==> src/rtl/fetch_ctrl_pkg.sv <==
// Shared CPU fetch definitions: reset/handler addresses, ExcCodes, fetch FSM encoding.
package fetch_ctrl_pkg;

    localparam logic [31:0] PC_RESET_ADDR = 32'h0000_3000;
    localparam logic [31:0] HANDLER_ADDR  = 32'h0000_4180;
    localparam int unsigned IM_DEPTH      = 2048;

    localparam logic [4:0] EXC_NONE = 5'd0;
    localparam logic [4:0] EXC_ADEL = 5'd4;

    typedef enum logic [0:0] {
        ST_RUN      = 1'b0,
        ST_ERR_WAIT = 1'b1
    } fetch_state_e;

    // Misaligned or outside [lo, hi) is an instruction-fetch address error.
    function automatic logic addr_error(input logic [31:0] pc,
                                        input logic [31:0] lo,
                                        input logic [31:0] hi);
        return (pc[1:0] != 2'b00) || (pc < lo) || (pc >= hi);
    endfunction

endpackage

==> src/rtl/fetch_ctrl_if.sv <==
// Fetch-stage bus: pipeline controls and redirects in, instruction memory and IF/ID contents out.
interface fetch_ctrl_if;
    import fetch_ctrl_pkg::*;

    logic         stall;
    logic         flush;
    logic         br_taken;
    logic [31:0]  br_target;
    logic         exc_req;
    logic         eret;
    logic [31:0]  epc;
    logic [31:0]  im_addr;
    logic [31:0]  im_data;
    logic [31:0]  instr_D;
    logic [31:0]  pc_D;
    logic [31:0]  pc8_D;
    logic         valid_D;
    logic         exc_D;
    logic [4:0]   exccode_D;
    logic [31:0]  fetch_count;
    fetch_state_e state;

    // Control inputs are level-sampled on every rising edge; there is no
    // valid/ready handshake, stall is the only back-pressure into fetch.
    modport slave (
        input  stall, flush, br_taken, br_target, exc_req, eret, epc, im_data,
        output im_addr, instr_D, pc_D, pc8_D, valid_D, exc_D, exccode_D,
               fetch_count, state
    );

    modport master (
        output stall, flush, br_taken, br_target, exc_req, eret, epc, im_data,
        input  im_addr, instr_D, pc_D, pc8_D, valid_D, exc_D, exccode_D,
               fetch_count, state
    );

endinterface

==> src/rtl/fetch_ctrl_if_id_reg.sv <==
// IF/ID pipeline register with bubble > hold > load priority.
module if_id_reg
    import fetch_ctrl_pkg::*;
(
    input  logic        clk,
    input  logic        reset,
    input  logic        i_bubble,
    input  logic        i_hold,
    input  logic        i_load,
    input  logic        i_exc,
    input  logic [31:0] i_instr,
    input  logic [31:0] i_pc,
    output logic [31:0] o_instr,
    output logic [31:0] o_pc,
    output logic [31:0] o_pc8,
    output logic        o_valid,
    output logic        o_exc,
    output logic [4:0]  o_exccode
);

    always_ff @(posedge clk) begin
        if (reset) begin
            o_instr   <= 32'd0;
            o_pc      <= 32'd0;
            o_pc8     <= 32'd0;
            o_valid   <= 1'b0;
            o_exc     <= 1'b0;
            o_exccode <= EXC_NONE;
        end else if (i_bubble) begin
            // A bubble keeps the last pc_D/pc8_D; only the payload is killed.
            o_instr   <= 32'd0;
            o_valid   <= 1'b0;
            o_exc     <= 1'b0;
            o_exccode <= EXC_NONE;
        end else if (!i_hold && i_load) begin
            o_instr   <= i_exc ? 32'd0 : i_instr;
            o_pc      <= i_pc;
            o_pc8     <= i_pc + 32'd8;
            o_valid   <= 1'b1;
            o_exc     <= i_exc;
            o_exccode <= i_exc ? EXC_ADEL : EXC_NONE;
        end
    end

endmodule

==> src/rtl/fetch_ctrl.sv <==
// Instruction fetch control: PC sequencing, address-error wait FSM and good-fetch counter.
module fetch_ctrl
    import fetch_ctrl_pkg::*;
#(
    parameter logic [31:0] PC_RESET   = PC_RESET_ADDR,
    parameter logic [31:0] HANDLER_PC = HANDLER_ADDR,
    parameter int unsigned IM_WORDS   = IM_DEPTH
) (
    input  logic        clk,
    input  logic        reset,
    fetch_ctrl_if.slave bus
);

    localparam logic [31:0] WIN_END = PC_RESET + (32'(IM_WORDS) << 2);

    logic [31:0]  r_pc;
    logic [31:0]  r_fetch_count;
    fetch_state_e r_state;

    logic [31:0]  w_next_pc;
    fetch_state_e w_next_state;
    logic         w_addr_err;
    logic         w_bubble;
    logic         w_hold;
    logic         w_load;
    logic         w_err_load;
    logic         w_good_load;
    logic         w_redirect;

    assign w_addr_err = addr_error(r_pc, PC_RESET, WIN_END);
    assign w_redirect = bus.exc_req | bus.eret | bus.br_taken;

    always_comb begin
        w_next_pc    = r_pc;
        w_next_state = r_state;
        w_bubble     = 1'b0;
        w_hold       = 1'b0;
        w_load       = 1'b0;
        w_err_load   = 1'b0;
        w_good_load  = 1'b0;

        if (bus.exc_req | bus.eret | bus.flush) begin
            w_bubble = 1'b1;
        end else if (bus.stall) begin
            w_hold = 1'b1;
        end else if (r_state == ST_ERR_WAIT) begin
            w_bubble = 1'b1;
        end else begin
            w_load      = 1'b1;
            w_err_load  = w_addr_err;
            w_good_load = ~w_addr_err;
        end

        // An error fetch freezes the PC instead of advancing past it.
        if (bus.exc_req) begin
            w_next_pc = HANDLER_PC;
        end else if (bus.eret) begin
            w_next_pc = bus.epc;
        end else if (bus.br_taken) begin
            w_next_pc = bus.br_target;
        end else if (bus.stall) begin
            w_next_pc = r_pc;
        end else if (r_state == ST_RUN && !(w_addr_err && !bus.flush)) begin
            w_next_pc = r_pc + 32'd4;
        end

        case (r_state)
            ST_RUN:      if (w_err_load) w_next_state = ST_ERR_WAIT;
            ST_ERR_WAIT: if (w_redirect) w_next_state = ST_RUN;
            default:     w_next_state = ST_RUN;
        endcase
    end

    always_ff @(posedge clk) begin
        if (reset) begin
            r_pc          <= PC_RESET;
            r_state       <= ST_RUN;
            r_fetch_count <= 32'd0;
        end else begin
            r_pc    <= w_next_pc;
            r_state <= w_next_state;
            if (w_good_load) r_fetch_count <= r_fetch_count + 32'd1;
        end
    end

    if_id_reg u_if_id (
        .clk       (clk),
        .reset     (reset),
        .i_bubble  (w_bubble),
        .i_hold    (w_hold),
        .i_load    (w_load),
        .i_exc     (w_err_load),
        .i_instr   (bus.im_data),
        .i_pc      (r_pc),
        .o_instr   (bus.instr_D),
        .o_pc      (bus.pc_D),
        .o_pc8     (bus.pc8_D),
        .o_valid   (bus.valid_D),
        .o_exc     (bus.exc_D),
        .o_exccode (bus.exccode_D)
    );

    assign bus.im_addr     = r_pc;
    assign bus.fetch_count = r_fetch_count;
    assign bus.state       = r_state;

endmodule

==> src/flat_wrapper.sv <==
// flat-port wrapper written by rule: the top's interface ports become plain ports
module fetch_ctrl_flat import fetch_ctrl_pkg::*;
#(
    parameter logic [31:0] PC_RESET   = PC_RESET_ADDR,
    parameter logic [31:0] HANDLER_PC = HANDLER_ADDR,
    parameter int unsigned IM_WORDS   = IM_DEPTH
)
  (clk, reset, bus_stall, bus_flush, bus_br_taken, bus_br_target, bus_exc_req, bus_eret, bus_epc, bus_im_data, bus_im_addr, bus_instr_D, bus_pc_D, bus_pc8_D, bus_valid_D, bus_exc_D, bus_exccode_D, bus_fetch_count, bus_state);
  fetch_ctrl_if bus_i ();
  input  logic clk;
  input  logic reset;
  input wire logic [$bits(bus_i.stall)-1:0] bus_stall;
  input wire logic [$bits(bus_i.flush)-1:0] bus_flush;
  input wire logic [$bits(bus_i.br_taken)-1:0] bus_br_taken;
  input wire logic [$bits(bus_i.br_target)-1:0] bus_br_target;
  input wire logic [$bits(bus_i.exc_req)-1:0] bus_exc_req;
  input wire logic [$bits(bus_i.eret)-1:0] bus_eret;
  input wire logic [$bits(bus_i.epc)-1:0] bus_epc;
  input wire logic [$bits(bus_i.im_data)-1:0] bus_im_data;
  output wire logic [$bits(bus_i.im_addr)-1:0] bus_im_addr;
  output wire logic [$bits(bus_i.instr_D)-1:0] bus_instr_D;
  output wire logic [$bits(bus_i.pc_D)-1:0] bus_pc_D;
  output wire logic [$bits(bus_i.pc8_D)-1:0] bus_pc8_D;
  output wire logic [$bits(bus_i.valid_D)-1:0] bus_valid_D;
  output wire logic [$bits(bus_i.exc_D)-1:0] bus_exc_D;
  output wire logic [$bits(bus_i.exccode_D)-1:0] bus_exccode_D;
  output wire logic [$bits(bus_i.fetch_count)-1:0] bus_fetch_count;
  output wire logic [$bits(bus_i.state)-1:0] bus_state;
  assign bus_i.stall = bus_stall;
  assign bus_i.flush = bus_flush;
  assign bus_i.br_taken = bus_br_taken;
  assign bus_i.br_target = bus_br_target;
  assign bus_i.exc_req = bus_exc_req;
  assign bus_i.eret = bus_eret;
  assign bus_i.epc = bus_epc;
  assign bus_i.im_data = bus_im_data;
  assign bus_im_addr = bus_i.im_addr;
  assign bus_instr_D = bus_i.instr_D;
  assign bus_pc_D = bus_i.pc_D;
  assign bus_pc8_D = bus_i.pc8_D;
  assign bus_valid_D = bus_i.valid_D;
  assign bus_exc_D = bus_i.exc_D;
  assign bus_exccode_D = bus_i.exccode_D;
  assign bus_fetch_count = bus_i.fetch_count;
  assign bus_state = bus_i.state;
  fetch_ctrl #(.PC_RESET(PC_RESET), .HANDLER_PC(HANDLER_PC), .IM_WORDS(IM_WORDS)) u_core (.clk(clk), .reset(reset), .bus(bus_i));
endmodule
==> config.mk <==
export PLATFORM = sky130hd
export DESIGN_NAME = fetch_ctrl_flat
export DESIGN_NICKNAME = d
export VERILOG_FILES = /design/src/rtl/fetch_ctrl_pkg.sv /design/src/rtl/fetch_ctrl_if.sv /design/src/rtl/fetch_ctrl_if_id_reg.sv /design/src/rtl/fetch_ctrl.sv /design/src/flat_wrapper.sv
export SDC_FILE = /design/constraint.sdc
export NUM_CORES = 1
export LEC_CHECK = 0
export ABC_AREA = 1
export CAP_MARGIN = 40
export CORE_MARGIN = 10
export CORE_UTILIZATION = 50
export DETAILED_ROUTE_END_ITERATION = 8
export MAX_ROUTING_LAYER = met4
export PLACE_DENSITY = 0.84
export SETUP_SLACK_MARGIN = 0.5
export SYNTH_ARGS = -nofsm -noshare
export SYNTH_HDL_FRONTEND = slang
export SYNTH_HIERARCHICAL = 1
export SYNTH_SLANG_ARGS = --single-unit
==> constraint.sdc <==
create_clock -name clk -period 2.7 [get_ports clk]
set_input_delay 0.54 -clock clk [delete_from_list [all_inputs] [get_ports clk]]
set_output_delay 0.54 -clock clk [all_outputs]
set_load 0.02 [all_outputs]
### Word-level counts from Yosys, hierarchy flattened

Cells that the tools add are included.

* bits in registers: 168
* word-level logic and storage cells: 63
* bits of input ports: 103
* output and inout port bits: 168

* multiplexer cells: 24
* eq/ne operators: 2
* order comparisons: 2
* bitwise gates (word level): 6
* add/subtract/negate cells: 3
* reductions and logical operators: 16

Operators by type and width (count)
* 2-to-1 mux 32 bit: 5
* adder 32 x 1 -> 32 bit (second input constant): 1
* adder 32 x 3 -> 32 bit (second input constant): 1
* adder 32 x 4 -> 32 bit (second input constant): 1
* >= comparator 32 x 15 -> 1 bit (second input constant): 1
* < comparator 32 x 14 -> 1 bit (second input constant): 1
* 2-to-1 mux 1 bit: 16
* 2-to-1 mux 15 bit: 1
* AND reduction 2 bit: 3
* inequality test 4 x 1 -> 1 bit (second input constant): 1
* nonzero test 4 bit: 1
* OR reduction 2 bit: 2
* logical AND 1 bit: 3
* logical NOT 1 bit: 3
* 2-to-1 mux 3 bit: 1
* inequality test 3 x 1 -> 1 bit (second input constant): 1
* inverter 1 bit: 3
* bitwise OR 1 bit: 3
* nonzero test 3 bit: 1
* logical OR 1 bit: 2
* case mux 1 bit (2 select lines): 1
* nonzero test 2 bit: 1

### Depth between registers and ports, before layout

* depth after elaboration: 11
* gate-level depth with buffers: 14
* gate-level depth less buffers: 12

### By module

Netlist, hierarchy kept.

By module, submodules not included
* fetch_ctrl: cells each 793, area an instance 4657.0 um^2, times used 1, sequential area each 1301.2 um^2
* if_id_reg: cells each 573, area an instance 4088.9 um^2, times used 1, sequential area each 1901.8 um^2

### Least setup slack after synthesis

OpenSTA, ideal clock, no wires.

* kind: input port to flip-flop
* start point: input bus_eret
* end point: register u_core.u_if_id.o_pc8[5]
* path buffers: 3
* stages: 11
* setup slack: 661 ps
* arrival: 1922 ps
* required time: 2583 ps
* library setup time: 117 ps
* path through: buf_6 -> nor2_2 -> nand2_1 -> inv_1 -> o21ai_0 -> nor2_8 -> inv_4 -> buf_4 -> buf_2 -> a21oi_1 -> nor2_1

* elaborated cells on any way between the ends: 9
* classes of those cells: mux: 3; bitwise: 3; reduce/logical: 3

RTL lines
* start, declared: RTL line flat_wrapper.sv:17 `input wire logic [$bits(bus_i.eret)-1:0] bus_eret;`
* bitwise OR 1 bit (2 in a row): RTL line fetch_ctrl.sv:42 `if (bus.exc_req | bus.eret | bus.flush) begin`
* 2-to-1 mux 1 bit: RTL line fetch_ctrl.sv:42
* via u_core.w_bubble: RTL line fetch_ctrl.sv:23 `logic w_bubble;`
* inverter 1 bit (no line)
* AND reduction 2 bit (no line)
* end signal, assigned: RTL line fetch_ctrl_if_id_reg.sv:38 `o_pc8 <= i_pc + 32'd8;`
* end, declared: RTL line fetch_ctrl_if_id_reg.sv:15 `output logic [31:0] o_pc8,`

The timed path passes the listed nets, and every way through them passes these cells.
A chain may end at the register's enable or synchronous reset.

### Worst setup path in the final report

* start point: register u_core.r_pc[6] (netlist: u_core/bus.im_addr[6])
* end point: output bus_im_addr[6]

RTL lines
* start, declared: RTL line fetch_ctrl.sv:16 `logic [31:0] r_pc;`
* start signal, assigned: RTL line fetch_ctrl.sv:80 `r_pc <= w_next_pc;`
* end, declared: RTL line flat_wrapper.sv:20 `output wire logic [$bits(bus_i.im_addr)-1:0] bus_im_addr;`

No word-level cell between the ends.

==> flow_summary.toml <==
[setup_path]
crit_arrival_ps = 1630
slowest_stage = "clkdlybuf4s50_1"
cp-startpoint = "u_core/bus.im_addr[6]"
max_stage_delay_ps = 700
r2r_start = "u_core/bus.im_addr[2]"
critical_path.top_delay_family = "buffers and inverters"
rrSetupSlack_ps = 570
critPathLaunchType = "flip-flop"
endpoint = "bus_im_addr[6]"
reg2reg_to = "u_core/bus.im_addr[16]"
ff2ff_path_depth = 10
endpoint_kind = "output pin"
cp.depth = 1
crit_fanout = 7
cp_cell_sequence = "clkdlybuf4s50_1"
crit_buf_inv = 1
critPathRequiredTime_ps = 2160
worstSetupPathType = "flip-flop to output pin"

[grt]
grt_pass1_wl_um = 50800
grt_max_degree = 45
antenna_found_initial = 2
grt.busiest_layer = "met2"
grt_pass1_vias = 9670
grtUsageTotal = 0.272
met2_usage = 0.461
met3_usage = 0.0604
met1_usage = 0.306
grt_remaining_overflow = 0

[logic_synthesis]
synth_area_mm2 = 0.00875
syn_area_per_cell_um2 = 6.40
ys_types = 41
netlist_instances = 1366
async_flop_share = 0
synth-edff-count = 0
ys_ff_latch = 160
yosysSeqAreaShare = 0.366
yosys_warnings = 6
ys.flop_type = "dfxtp_1"

[floorplanning]
coreArea_mm2 = 0.0172
start_util = 0.507
die_area_mm2 = 0.0232
rows = 48
die_h_um = 152
ios = 271
die_w_um = 152

[timing]
finalClockSkew_ps = 9.65
max_slew_margin = 0.575
rsz0062_at_grt = "yes"
fin_crit_ps = 2170
fin_setup_tns_ps = 0
hold_violations = 0
fmax_mhz = 461
period_share = 0.804
slew_viol_final = 0
setup_viol = 0
worst_pin_slew_ps = 636

[run_status]
outcome = "finished, final reports clean"

[cts]
numCtsBuffers = 17
cts_hold_buffers = 0
clk_pin_slew_worst_paths_ps = 70
cts.sinks = 160
root_buffer = "clkbuf_16"
clock_path_buffers = 2
htree_num_levels = 4
clk_latency_ps = 430
cts_tree = "yes"

[route]
via_count = 10300
final_antenna_net_count = 0
wl_per_cell_um = 17.4
drc = 0
vias_per_cell = 5.46
dr.first_iter.drc_count = 1061
wl_um = 32800
drtPass1Iterations = 8

[job]
drv_cap = 0

[pwr]
power.leakage_nw = 4.99
power_density_mw_per_mm2 = 459
peakVddDrop_mv = 0.454
total_power_mw = 5.74

[finish]
area_growth_pct = 43.0
nets = 1755
layout-drive-gt1-share = 0.0867
nFillCells = 1426

[min_path]
min_path_type = "flip-flop to flip-flop"

[placement]
portBuffers = 266
dpl.hpwl_um = 24300
gp_congestion = 1.01
==> state kept, by name (all words and copies together) (netlist names), named ones only <==
signal / count
u_core/bus.fetch_count: 32
u_core/u_if_id/o_instr: 32
u_core/u_if_id/o_pc: 32
u_core/bus.im_addr: 30
u_core/u_if_id/o_pc8: 29
u_core/bus.state: 1
u_core/u_if_id/o_exccode: 1
u_core/u_if_id/o_valid: 1
==> repair_timing <==
item | 4_1_cts | 5_1_grt
gates cloned | 0 | 1
setup endpoints to repair | 41 | 33
buffers inserted | 0 | 5
endpoints found under the hold margin | 0 | 0
resized for setup | 10 | 12
pin swaps | 0 | 4
==> worst min-delay path by stage <==
stage | slack [ps] | depth (start not counted) | startpoint | endpoint
2_1_floorplan | 540 | 2 | u_core/u_if_id/o_pc[10] | u_core/u_if_id/o_pc[10]
3_3_place_gp | 450 | 1 | u_core/u_if_id/o_pc[13] | u_core/u_if_id/o_pc[13]
3_5_place_dp | 450 | 1 | u_core/u_if_id/o_pc[13] | u_core/u_if_id/o_pc[13]
4_1_cts | 460 | 2 | u_core/u_if_id/o_pc[22] | u_core/u_if_id/o_pc[22]
5_1_grt | 480 | 2 | u_core/u_if_id/o_pc[12] | u_core/u_if_id/o_pc[12]
6_report | 460 | 2 | u_core/u_if_id/o_pc[15] | u_core/u_if_id/o_pc[15]
==> cells by family (layout without fill, tap and decap cells) <==
| group | after synthesis | count (layout) | synth area share |
|---|---|---|---|
| flip-flops | 160 | 160 | 0.366 |
| buffers and inverters | 162 | 454 | 0.0811 |
| adder cells (fa/ha/maj) | 4 | 4 | 0.00572 |
| other | 1 | 6 | 0.000429 |
| AND/OR/NAND/NOR | 813 | 813 | 0.393 |
| XOR/XNOR | 27 | 27 | 0.0270 |
| AO/OA/AOI/OAI | 199 | 199 | 0.127 |
==> synthesized netlist by cell type (3+ instances only) <==
cell / count / area share
nand4_1: 12 / 0.0086
clkbuf_1: 29 / 0.012
nor2_4: 8 / 0.010
buf_2: 13 / 0.0074
xor2_1: 14 / 0.014
xnor2_1: 13 / 0.013
a22oi_1: 28 / 0.024
dfxtp_1: 160 / 0.37
nor3_1: 10 / 0.0057
nand3_1: 71 / 0.041
ha_1: 4 / 0.0057
a21oi_1: 79 / 0.045
buf_4: 12 / 0.010
o21bai_1: 3 / 0.0026
nand2_2: 4 / 0.0029
o21a_1: 6 / 0.0051
o21ai_0: 73 / 0.042
nand3b_1: 9 / 0.0077
inv_1: 97 / 0.042
or2_2: 13 / 0.0093
nor3b_1: 3 / 0.0026
nor2_1: 292 / 0.13
buf_6: 5 / 0.0064
nand2_1: 372 / 0.16
a31oi_1: 6 / 0.0043
nor2_2: 8 / 0.0057
==> cell type report <==
cell class                 count  area, um^2  share of cell area
antenna                        2        5.00            0.000400
clock buffer                  19         453              0.0362
clock inverter                13         174              0.0139
inverter                     101         392              0.0313
multi-input combinational   1047        4860               0.389
sequential                   160        3210               0.257
tap                          225         282              0.0225
timing repair buffer         320        3120               0.249
timing repair inverter         1        8.76            0.000700
==> metal layers <==
| metal | routed length [um] | share of wire |
|---|---|---|
| met5 | 0 | 0 |
| met4 | 1200 | 0.036 |
| met2 | 16400 | 0.50 |
| met1 | 12400 | 0.38 |
| met3 | 2880 | 0.088 |
==> where the power goes <==
part / leakage, nW / internal, mW / switching [mW] / total, mW
combinational: 3.39 / 0.331 / 0.400 / 0.731
sequential: 1.30 / 2.39 / 0.0440 / 2.44
clock: 0.303 / 1.52 / 1.05 / 2.57
==> metrics by stage <==
step	worst slack [ps]	hold slack (ps)	instance area [um^2]	util	std cells
after global routing	426	481	12500	0.726	1888
after CTS	508	462	12400	0.721	1880
final	530	459	12500	0.726	1888
after global placement	-145	445	11800	0.683	1847
after floorplan	661	536	8760	-	1369
after detailed placement	-9.24	452	11800	0.684	1848
==> cells in the final DEF, fill, tap and decap left out, types with 9 or more instances in the layout <==
cell type / Yosys / routed
nand3_1: 71 / 71
inv_1: 97 / 96
nor2_4: 8 / 9
nand3b_1: 9 / 9
dfxtp_1: 160 / 153
xor2_1: 14 / 14
nor2_1: 292 / 290
nor3_1: 10 / 10
clkbuf_16: 0 / 17
nor2_2: 8 / 9
nand2_1: 372 / 371
o21ai_0: 73 / 71
clkdlybuf4s50_1: 0 / 260
xnor2_1: 13 / 13
nand4_1: 12 / 12
buf_4: 12 / 50
a21oi_1: 79 / 79
a22oi_1: 28 / 28
or2_2: 13 / 13
Power figures use the tool's default switching activity.
